File: src/rtl/comparator_serial_if.sv
// comparator_serial_if
//   Request/result bundle for the serial magnitude comparator.
//   Handshake: the requester raises start with A, B and signed_mode valid; the
//   comparator takes them on the first rising edge where it is idle (busy=0)
//   and ignores start while busy. Completion is a one-cycle done pulse; the
//   result flags are valid from that cycle and held until the next accepted
//   start clears them.
//   Ports (master = requester, slave = comparator):
//     start, signed_mode, A, B              master -> slave
//     busy, done, A_greater_B, A_equal_B,
//     A_less_B                              slave -> master
interface comparator_serial_if #(
    parameter int WIDTH = 32
);
    logic             start;
    logic             signed_mode;
    logic [WIDTH-1:0] A;
    logic [WIDTH-1:0] B;
    logic             busy;
    logic             done;
    logic             A_greater_B;
    logic             A_equal_B;
    logic             A_less_B;

    modport master (
        output start, signed_mode, A, B,
        input  busy, done, A_greater_B, A_equal_B, A_less_B
    );

    modport slave (
        input  start, signed_mode, A, B,
        output busy, done, A_greater_B, A_equal_B, A_less_B
    );
endinterface

File: src/rtl/comparator_serial.sv
// comparator_serial
//   Multi-cycle magnitude comparator. Compares two WIDTH-bit operands CHUNK
//   bits per clock, most-significant chunk first, stopping at the first chunk
//   that differs. Signed mode flips the operand sign bits on the first chunk,
//   which turns the unsigned chunk compare into a two's-complement compare.
//   Ports:
//     clk        rising-edge clock
//     rst_n      asynchronous active-low reset
//     bus        comparator_serial_if.slave (start/operands in, busy/done/flags out)
//     dbg_state  current FSM state (0 = IDLE, 1 = RUN)
module comparator_serial #(
    parameter int WIDTH = 32,
    parameter int CHUNK = 8
) (
    input  logic                clk,
    input  logic                rst_n,
    comparator_serial_if.slave  bus,
    output logic                dbg_state
);
    localparam int N     = WIDTH / CHUNK;
    localparam int IDX_W = (N > 1) ? $clog2(N) : 1;

    typedef enum logic [0:0] {
        IDLE = 1'b0,
        RUN  = 1'b1
    } state_t;

    state_t           state_q, state_d;
    logic [IDX_W-1:0] idx_q, idx_d;
    logic [WIDTH-1:0] a_q, a_d;
    logic [WIDTH-1:0] b_q, b_d;
    logic             sgn_q, sgn_d;
    logic             busy_q, busy_d;
    logic             done_q, done_d;
    logic             gt_q, gt_d;
    logic             eq_q, eq_d;
    logic             lt_q, lt_d;

    // The captured operands are shifted left one chunk per equal compare, so
    // the chunk under test always sits in the top CHUNK bits.
    logic [CHUNK-1:0] chunk_a, chunk_b;

    always_comb begin
        state_d = state_q;
        idx_d   = idx_q;
        a_d     = a_q;
        b_d     = b_q;
        sgn_d   = sgn_q;
        busy_d  = busy_q;
        done_d  = 1'b0;
        gt_d    = gt_q;
        eq_d    = eq_q;
        lt_d    = lt_q;

        chunk_a = a_q[WIDTH-1 -: CHUNK];
        chunk_b = b_q[WIDTH-1 -: CHUNK];
        // Inverting both sign bits maps two's-complement order onto unsigned
        // order; only the first chunk carries the sign bit.
        if (sgn_q && (idx_q == '0)) begin
            chunk_a[CHUNK-1] = ~chunk_a[CHUNK-1];
            chunk_b[CHUNK-1] = ~chunk_b[CHUNK-1];
        end

        case (state_q)
            IDLE: begin
                if (bus.start) begin
                    a_d     = bus.A;
                    b_d     = bus.B;
                    sgn_d   = bus.signed_mode;
                    gt_d    = 1'b0;
                    eq_d    = 1'b0;
                    lt_d    = 1'b0;
                    idx_d   = '0;
                    busy_d  = 1'b1;
                    state_d = RUN;
                end
            end
            RUN: begin
                if (chunk_a != chunk_b) begin
                    gt_d    = (chunk_a > chunk_b);
                    lt_d    = (chunk_a < chunk_b);
                    done_d  = 1'b1;
                    busy_d  = 1'b0;
                    state_d = IDLE;
                end else if (idx_q == IDX_W'(N - 1)) begin
                    eq_d    = 1'b1;
                    done_d  = 1'b1;
                    busy_d  = 1'b0;
                    state_d = IDLE;
                end else begin
                    idx_d = idx_q + IDX_W'(1);
                    a_d   = a_q << CHUNK;
                    b_d   = b_q << CHUNK;
                end
            end
            default: begin
                state_d = IDLE;
                busy_d  = 1'b0;
            end
        endcase
    end

    always_ff @(posedge clk or negedge rst_n) begin
        if (!rst_n) begin
            state_q <= IDLE;
            idx_q   <= '0;
            a_q     <= '0;
            b_q     <= '0;
            sgn_q   <= 1'b0;
            busy_q  <= 1'b0;
            done_q  <= 1'b0;
            gt_q    <= 1'b0;
            eq_q    <= 1'b0;
            lt_q    <= 1'b0;
        end else begin
            state_q <= state_d;
            idx_q   <= idx_d;
            a_q     <= a_d;
            b_q     <= b_d;
            sgn_q   <= sgn_d;
            busy_q  <= busy_d;
            done_q  <= done_d;
            gt_q    <= gt_d;
            eq_q    <= eq_d;
            lt_q    <= lt_d;
        end
    end

    assign bus.busy        = busy_q;
    assign bus.done        = done_q;
    assign bus.A_greater_B = gt_q;
    assign bus.A_equal_B   = eq_q;
    assign bus.A_less_B    = lt_q;
    assign dbg_state       = state_q;
endmodule

File: src/flat_wrapper.sv
// flat-port wrapper written by rule: the top's interface ports become plain ports
module comparator_serial_flat 
#(
    parameter int WIDTH = 32,
    parameter int CHUNK = 8
)
  (clk, rst_n, dbg_state, bus_start, bus_signed_mode, bus_A, bus_B, bus_busy, bus_done, bus_A_greater_B, bus_A_equal_B, bus_A_less_B);
  comparator_serial_if #(.WIDTH(WIDTH)) bus_i ();
  input  logic clk;
  input  logic rst_n;
  output logic dbg_state;
  input wire logic [$bits(bus_i.start)-1:0] bus_start;
  input wire logic [$bits(bus_i.signed_mode)-1:0] bus_signed_mode;
  input wire logic [$bits(bus_i.A)-1:0] bus_A;
  input wire logic [$bits(bus_i.B)-1:0] bus_B;
  output wire logic [$bits(bus_i.busy)-1:0] bus_busy;
  output wire logic [$bits(bus_i.done)-1:0] bus_done;
  output wire logic [$bits(bus_i.A_greater_B)-1:0] bus_A_greater_B;
  output wire logic [$bits(bus_i.A_equal_B)-1:0] bus_A_equal_B;
  output wire logic [$bits(bus_i.A_less_B)-1:0] bus_A_less_B;
  assign bus_i.start = bus_start;
  assign bus_i.signed_mode = bus_signed_mode;
  assign bus_i.A = bus_A;
  assign bus_i.B = bus_B;
  assign bus_busy = bus_i.busy;
  assign bus_done = bus_i.done;
  assign bus_A_greater_B = bus_i.A_greater_B;
  assign bus_A_equal_B = bus_i.A_equal_B;
  assign bus_A_less_B = bus_i.A_less_B;
  comparator_serial #(.WIDTH(WIDTH), .CHUNK(CHUNK)) u_core (.clk(clk), .rst_n(rst_n), .bus(bus_i), .dbg_state(dbg_state));
endmodule
File: config.mk
export PLATFORM = sky130hd
export DESIGN_NAME = comparator_serial_flat
export DESIGN_NICKNAME = d
export VERILOG_FILES = /design/src/rtl/comparator_serial_if.sv /design/src/rtl/comparator_serial.sv /design/src/flat_wrapper.sv
export SDC_FILE = /design/constraint.sdc
export NUM_CORES = 1
export LEC_CHECK = 0
export CORE_MARGIN = 2
export CORE_UTILIZATION = 50
export CTS_CLUSTER_SIZE = 40
export DETAILED_ROUTE_END_ITERATION = 16
export GPL_ROUTABILITY_DRIVEN = 0
export PLACE_DENSITY = 0.81
export RECOVER_POWER = 50
export SYNTH_ARGS = -nofsm -noshare
export SYNTH_HDL_FRONTEND = slang
export SYNTH_SLANG_ARGS = --single-unit
File: constraint.sdc
create_clock -name clk -period 2.3 [get_ports clk]
set_input_delay 0.46 -clock clk [delete_from_list [all_inputs] [get_ports clk]]
set_output_delay 0.46 -clock clk [all_outputs]
set_load 0.05 [all_outputs]
## Word level (Yosys, flattened, before mapping)

Cells that the tools add are included.

- Word-level logic and storage cells: 64
- Flip-flop bits (word level): 73
- Output and inout port bits: 6

- Add/sub/neg operators: 1
- Reduce and logical (&&, ||, !) cells: 7
- Equal/unequal tests: 8
- Muxes and demuxes: 33
- Bitwise operators: 3
- Order comparisons: 2

Operators with widths:

| operator | count |
|---|---|
| $mux W32 | 6 |
| $pmux W32 S2 | 2 |
| $mux W1 | 16 |
| $ne A2 B2 Y1 const B | 5 |
| $pmux W1 S2 | 5 |
| $gt A8 B8 Y1 | 1 |
| $lt A8 B8 Y1 | 1 |
| $ne A8 B8 Y1 | 1 |
| $mux W2 | 3 |
| $reduce_and A2 Y1 | 3 |
| $reduce_and A3 Y1 | 2 |
| $pmux W2 S2 | 1 |
| $ne A3 B3 Y1 const B | 1 |
| $not A1 Y1 | 3 |
| $add A2 B1 Y2 const B | 1 |
| $eq A2 B2 Y1 const B | 1 |
| $logic_not A2 Y1 | 1 |
| $logic_and A1 B1 Y1 | 1 |

## Logic depth before layout (Yosys ltp)

Gate-level depths: netlist of run 1.

- Depth in word-level cells: 6
- Depth in mapped cells: 9

## Worst setup path before layout of run 1

Ideal clock, no wire load.

- Kind: reg2reg
- Start: reg u_core.state_q (netlist: u_core.dbg_state)
- End: reg u_core.a_q[2]
- Required time: 2.179 ns
- Cell stages (with the launch flop): 7
- Path slack: 0.434 ns
- Data arrival time: 1.745 ns
- Buffers on the path: 3
- Clock period less this slack: 1.866 ns
- Path through: dfrtp_1 -> buf_4 -> nor2_1 -> a31oi_4 -> buf_6 -> buf_6 -> a22o_1

- Word-level cells in the longest chain between the ends: 3
- Elaborated cells on any way between the ends: 6
- Classes of those cells: eq/ne: 3; mux: 1; bitwise: 1; reduce/logical: 1

RTL lines:

| element | line | text |
|---|---|---|
| start, declared | comparator_serial.sv:28 | `state_t state_q, state_d;` |
| start signal, assigned | comparator_serial.sv:116 | `state_q <= state_d;` |
| $not A1 Y1 (no line) | - |  |
| $ne A2 B2 Y1 (no line) | - |  |
| $reduce_and A3 Y1 (no line) | - |  |
| end signal, assigned | comparator_serial.sv:107 | `a_q <= '0;` |
| end signal, assigned | comparator_serial.sv:118 | `a_q <= a_d;` |
| end, declared | comparator_serial.sv:30 | `logic [WIDTH-1:0] a_q, a_d;` |

Parallel ways exist; a longest one is shown, timed or not.
A chain may end at the register's enable or synchronous reset.

## Final worst setup path of run 1

- Start: reg u_core.lt_q (netlist: u_core.bus.A_less_B)
- End: out bus_A_less_B

RTL lines:

| element | line | text |
|---|---|---|
| start, declared | comparator_serial.sv:37 | `logic lt_q, lt_d;` |
| start signal, assigned | comparator_serial.sv:125 | `lt_q <= lt_d;` |
| end, declared | flat_wrapper.sv:20 | `output wire logic [$bits(bus_i.A_less_B)-1:0] bus_A_less_B;` |

No word-level cell between the ends.

==> flow_summary.toml, run 1 <==
[global_routing]
grt_max_degree = 88
antenna_found_initial = 0
grt_overflow = 0
grt_util_all_layers = 0.202
grt_pass1_wl_um = 11700
first_global_vias = 2464

[status]
status = "finished with violations"
violations = "max-capacitance violations, max-slew violations"

[logic_synthesis]
syn-cell-area_um2 = 3430
synth_top_area_cell = "dfrtp_1"
yosysUniqueCellTypes = 31
synth_top_area_frac = 0.533
synth_area_per_cell_um2 = 11.1
yosys_warnings = 0
ys_seq_area_frac = 0.533
synth_nets = 387
synth_ff_type = "dfrtp_1"
synth.area.top_cells = "dfrtp_1 (53%), mux2i_1 (14%), o21ai_0 (6.4%)"
async_reset_ff_frac = 1.00
synth-edff-count = 0
ys_ff_latch = 73
syn_inst = 310

[clock_network]
cts.repair.resized = 0
cts_tree = "built"
post_cts_buffers = 0
hold_buffers = 0
cts-root-buf = "clkbuf_8"
clockBufferDepth = 2
cts.htree.levels = 3
clk_pin_slew_worst_paths_ns = 0.08
cts_buffers = 9
numClockSinks = 73
clk_latency_ns = 0.34

[pwr]
leakagePower_nw = 1.97
swShare = 0.290
clockPowerShare = 0.307
p_switching_mw = 1.05
power_density_nw_per_um2 = 823
seqPwrFrac = 0.464
cellInternalPower_mw = 2.58
peakVddDrop_mv = 0.427
pwr-share-comb = 0.229

[timing]
finClkSkew_ns = 0.00872
setup_ws_ns = 0.317
finalCritPeriodShare = 0.862
fmax_mhz = 504
tns_ns = 0
relSlewSlack = -0.174
worst_slew_pin_slew_ns = 1.76
setup_viol = 0
rsz0062_at_grt = "no"
hold_viol = 0
drv_slew = 31
fin_crit_ns = 1.98

[worst_setup_path]
crit_chain = "clkdlybuf4s50_1"
critical_path_required_ns = 1.84
cp.depth = 1
end_kind = "primary output"
crit_path_max_incr_delay_ns = 0.81
r2r_cells = 6
crit_buf_inv = 1
crit_family = "buffers and inverters"
path_max_fanout = 3
cp_slowest_cell = "clkdlybuf4s50_1"
arrival_ns = 1.52
cp-start-kind = "flip-flop"
criticalPathCategory = "reg2out"

[final_layout]
diodes = 0
layout.nets = 457
area_delta_synth_final_pct = 28.6
utilization = 0.656
drive_gt1_frac = 0.0675

[drt]
dr_total_vias = 2491
drc_errors = 0
drt_iter0_drc = 202
wl_um = 6990
routedWlPerCell_um = 15.0
viasPerCell = 5.36
drtAntennaViolNets = 0
drt_first_pass_iters = 4

[placement]
place_ws_ns = 0.330
hpwl_um = 5020
port_buffers = 73

[worst_hold_path]
min_path_type = "reg2reg"
holdPathStages = 2

[die]
die_w_um = 86.8
io_pins = 74
die_y_um = 86.8
initial_core_util = 0.510
core-area_um2 = 6720
die-area_um2 = 7530
fp-row-count = 30

[job]
drv_cap = 1
-- sequential cells by signal, indices dropped and copies added, names as in the netlist --
signal                  count
u_core.bus.busy             1
u_core.bus.done             1
u_core.b_q                 32
u_core.idx_q                2
u_core.a_q                 32
u_core.bus.A_less_B         1
u_core.sgn_q                1
u_core.bus.A_greater_B      1
u_core.dbg_state            1
u_core.bus.A_equal_B        1
-- Yosys cell counts (2+ instances only) --
library cell	n
a21oi_1	4
a22o_1	17
buf_6	9
clkbuf_1	10
dfrtp_1	73
ha_1	9
inv_1	13
mux2i_1	48
nand2_1	51
nand2b_1	2
nand4_1	2
nor2_1	4
nor2b_1	2
o21ai_0	44
o21ai_1	6
-- through the flow --
step	std cells	power, mW	instance area, um^2	hold WS, ns
5_1_grt	465	3.84	4410	0.507
3_5_place_dp	449	2.54	4190	0.426
3_3_place_gp	449	2.49	4190	0.422
6_report	465	3.63	4410	0.483
2_1_floorplan	310	2.23	3430	0.164
4_1_cts	465	3.66	4410	0.0546
-- path summary, 6_finish.rpt --
kind | start | endpoint | slack, ns
worst max-delay path | u_core.bus.A_less_B | bus_A_less_B | 0.32
worst min-delay path | u_core.b_q[21] | u_core.b_q[21] | 0.48
worst max register to register | u_core.a_q[29] | u_core.a_q[6] | 0.34
worst min register to register | u_core.b_q[21] | u_core.b_q[21] | 0.48
max in group asynchronous | rst_n | u_core.dbg_state | 0.58
min in group asynchronous | rst_n | u_core.bus.done | 0.57
-- power groups by stage --
stage                     Clock, mW  Sequential (mW)  Combinational [mW]
after floorplan                   0             1.72               0.516
after global placement            0             1.69               0.801
after detailed placement          0             1.71               0.836
after CTS                      1.13             1.68               0.843
after global routing           1.19             1.72               0.937
final                          1.11             1.68               0.830
-- logic make-up (layout without fill, tap and decap cells) --
group	after synthesis	in the layout	share of synthesized area
AOI/OAI and AO/OA	79	79	0.145
xor gates and xnor gates	1	1	0.00475
adders and majority gates	9	9	0.0329
buffers and inverters	33	108	0.0570
DFF	73	73	0.533
muxes	49	49	0.143
and+or+nand+nor	66	66	0.0840
-- routing by layer --
layer | up-vias | GRT usage | wire length, um | part of all wire
li1 | 1226 | - | - | -
met1 | 1198 | 0.271 | 3120 | 0.45
met2 | 58 | 0.328 | 3530 | 0.51
met3 | 9 | 0.0476 | 278 | 0.040
met4 | 0 | 0.0597 | 65 | 0.0093
met5 | - | 0 | 0 | 0
-- area by class of cell --
type                    instances  area (um^2)
clock inverters                 4         76.3
inverters                      13         48.8
flip-flops and latches         73         1830
fillers                       538         2310
well taps                      80          100
repair buffers                 79          805
clock buffers                  12          145
multi-input cells             204         1410
-- cells in the final DEF (no fill, tap or decap), types with 2 or more instances in the layout --
cell	Yosys	final
a21oi_1	4	4
a22o_1	17	17
buf_12	0	3
buf_4	1	4
bufinv_16	0	2
clkbuf_1	10	3
clkbuf_8	0	10
clkdlybuf4s50_1	0	70
dfrtp_1	73	72
ha_1	9	9
inv_1	13	13
mux2i_1	48	48
nand2_1	51	51
nand2b_1	2	2
nand4_1	2	2
nor2_1	4	4
nor2b_1	2	2
o21ai_0	44	44
o21ai_1	6	6
(Power assumes the default switching activity.)
==> run 2: changes to the inputs <==
--- a/config.mk
+++ b/config.mk
@@ -10,6 +10,7 @@
 export CTS_CLUSTER_SIZE = 40
 export DETAILED_ROUTE_END_ITERATION = 16
 export GPL_ROUTABILITY_DRIVEN = 0
+export GPL_TIMING_DRIVEN = 1
 export PLACE_DENSITY = 0.81
 export RECOVER_POWER = 50
 export SYNTH_ARGS = -nofsm -noshare
==> results of run 2 <==
No change in the layout: final DEF, timing and power equal those of run 1.
==> run 3: changes to the inputs <==
==> constraint.sdc (replaced) <==
create_clock -name clk -period 2.6 [get_ports clk]
set_input_delay 0.52 -clock clk [delete_from_list [all_inputs] [get_ports clk]]
set_output_delay 0.52 -clock clk [all_outputs]
set_load 0.05 [all_outputs]
==> run 3 against run 2 <==
Net effect:
- the run now ends clean
- setup slack worse by 0.062 ns
- register-to-register slack worse by 0.08 ns
- first-iteration DRC count down 24%
- cell count up 0.22%
- critical path depth up 6
- total power down 13%
- utilization down 0.61 points
- hold slack worse by 0.042 ns
- non-clock buffer count up 1
- routed wire length up 0.67%
- sequential share of layout area up 0.39 points
==> flow_summary.toml, run 3 (same netlist as run 1, synthesis figures left out) <==
[timing]
rsz0062_at_grt = "no"
tns_ns = 0
drv_slew = 0
worst_slew_pin_slew_ns = 1.28
fin_crit_ns = 2.34
finalCritPeriodShare = 0.902
finClkSkew_ns = 0.00710
relSlewSlack = 0.150
setup_ws_ns = 0.256
setup_viol = 0
fmax_mhz = 427
hold_viol = 0

[global_routing]
grt_pass1_wl_um = 11300
antenna_found_initial = 0
grt_max_degree = 57
grt_overflow = 0
grt_util_all_layers = 0.197
first_global_vias = 2357

[final_layout]
reg_top3 = "u_core.a_q x32, u_core.b_q x32, u_core.idx_q x2"
diodes = 0
utilization = 0.650
fillers = 534
layout.nets = 458
area_delta_synth_final_pct = 27.4
final_cell_mix = "dfrtp_1 (72), clkdlybuf4s50_1 (71), nand2_1 (51), mux2i_1 (48), o21ai_0 (44)"
drive_gt1_frac = 0.0648
layout_commonest_cell = "dfrtp_1"

[drt]
routedWlPerCell_um = 15.1
drc_errors = 0
wl_um = 7040
drt_first_pass_iters = 4
drt_iter0_drc = 154
dr_total_vias = 2488
viasPerCell = 5.34
drtAntennaViolNets = 0

[pwr]
leakagePower_nw = 1.96
power_density_nw_per_um2 = 720
finalPower_mw = 3.14
peakVddDrop_mv = 0.395

[status]
status = "finished, final reports clean"

[clock_network]
clk_latency_ns = 0.34
clk_pin_slew_worst_paths_ns = 0.07
hold_buffers = 0
cts_tree = "built"
post_cts_buffers = 0
cts_buffers = 9
cts-root-buf = "clkbuf_8"
clockBufferDepth = 2
cts.repair.resized = 0
numClockSinks = 73
cts.htree.levels = 3

[worst_setup_path]
cp-start-kind = "flip-flop"
arrival_ns = 2.55
r2r_start = "u_core.b_q[29]"
path_max_fanout = 32
criticalPathCategory = "reg2reg"
critical_path_required_ns = 2.80
end_kind = "flip-flop"
crit_start = "u_core.b_q[29]"

[die]
die-area_um2 = 7530
core-area_um2 = 6720
io_pins = 74
initial_core_util = 0.510
fp-row-count = 30
die_w_um = 86.8
die_y_um = 86.8

[job]
drv_cap = 0

[placement]
hpwl_um = 5030
port_buffers = 73
place_ws_ns = 0.207

[worst_hold_path]
min_path_type = "in2async"
==> run 3: metrics by stage <==
| step | instances | hold slack, ns | cell area, um^2 |
|---|---|---|---|
| after global placement | 450 | 0.459 | 4170 |
| after detailed placement | 450 | 0.470 | 4170 |
| after global routing | 466 | 0.511 | 4370 |
| after CTS | 466 | 0.218 | 4380 |
| after floorplan | 310 | 0.224 | 3430 |
| final | 466 | 0.441 | 4370 |
==> run 3: final cells by class <==
cell class	instances	area [um^2]	area share
Sequential cell	73	1830	0.419
Multi-Input combinational cell	204	1410	0.322
Clock buffer	14	173	0.0395
Inverter	13	48.8	0.0112
Tap cell	80	100	0.0229
Clock inverter	2	35.0	0.00802
Timing Repair Buffer	80	777	0.178
==> run 3: worst paths after layout <==
check | end | slack (ns) | depth (start not counted)
min reg2reg | u_core.b_q[12] | 0.48 | 2
max in group asynchronous | u_core.b_q[14] | 1.00 | 2
max reg2reg | u_core.a_q[14] | 0.26 | 7
min in group clk | u_core.b_q[12] | 0.48 | 2
max | u_core.a_q[14] | 0.26 | 7
min | u_core.bus.A_greater_B | 0.44 | 1
==> run 3: power breakdown <==
group          internal (mW)  switching (mW)  total [mW]  leakage, nW
logic                  0.352           0.374       0.726        0.945
clock network          0.522           0.399       0.921        0.107
registers               1.35           0.143        1.49        0.907
total                   2.23           0.917        3.14         1.96
==> run 3: metal layers <==
metal | GRT usage | part of all wire | up-vias
met3 | 0.0371 | 0.043 | 10
met5 | 0 | 0 | -
met4 | 0.0810 | 0.014 | 0
met1 | 0.275 | 0.46 | 1173
li1 | - | - | 1235
met2 | 0.305 | 0.48 | 70
==> run 3: critical path, cell delays in order, from the launching register on <==
cell and delay, ns:
dfrtp_1 0.37, inv_1 0.06, ha_1 0.32, nand3_1 0.20, nor3_4 0.10, a31oi_4 0.58
buf_4 0.41, o21ai_0 0.16
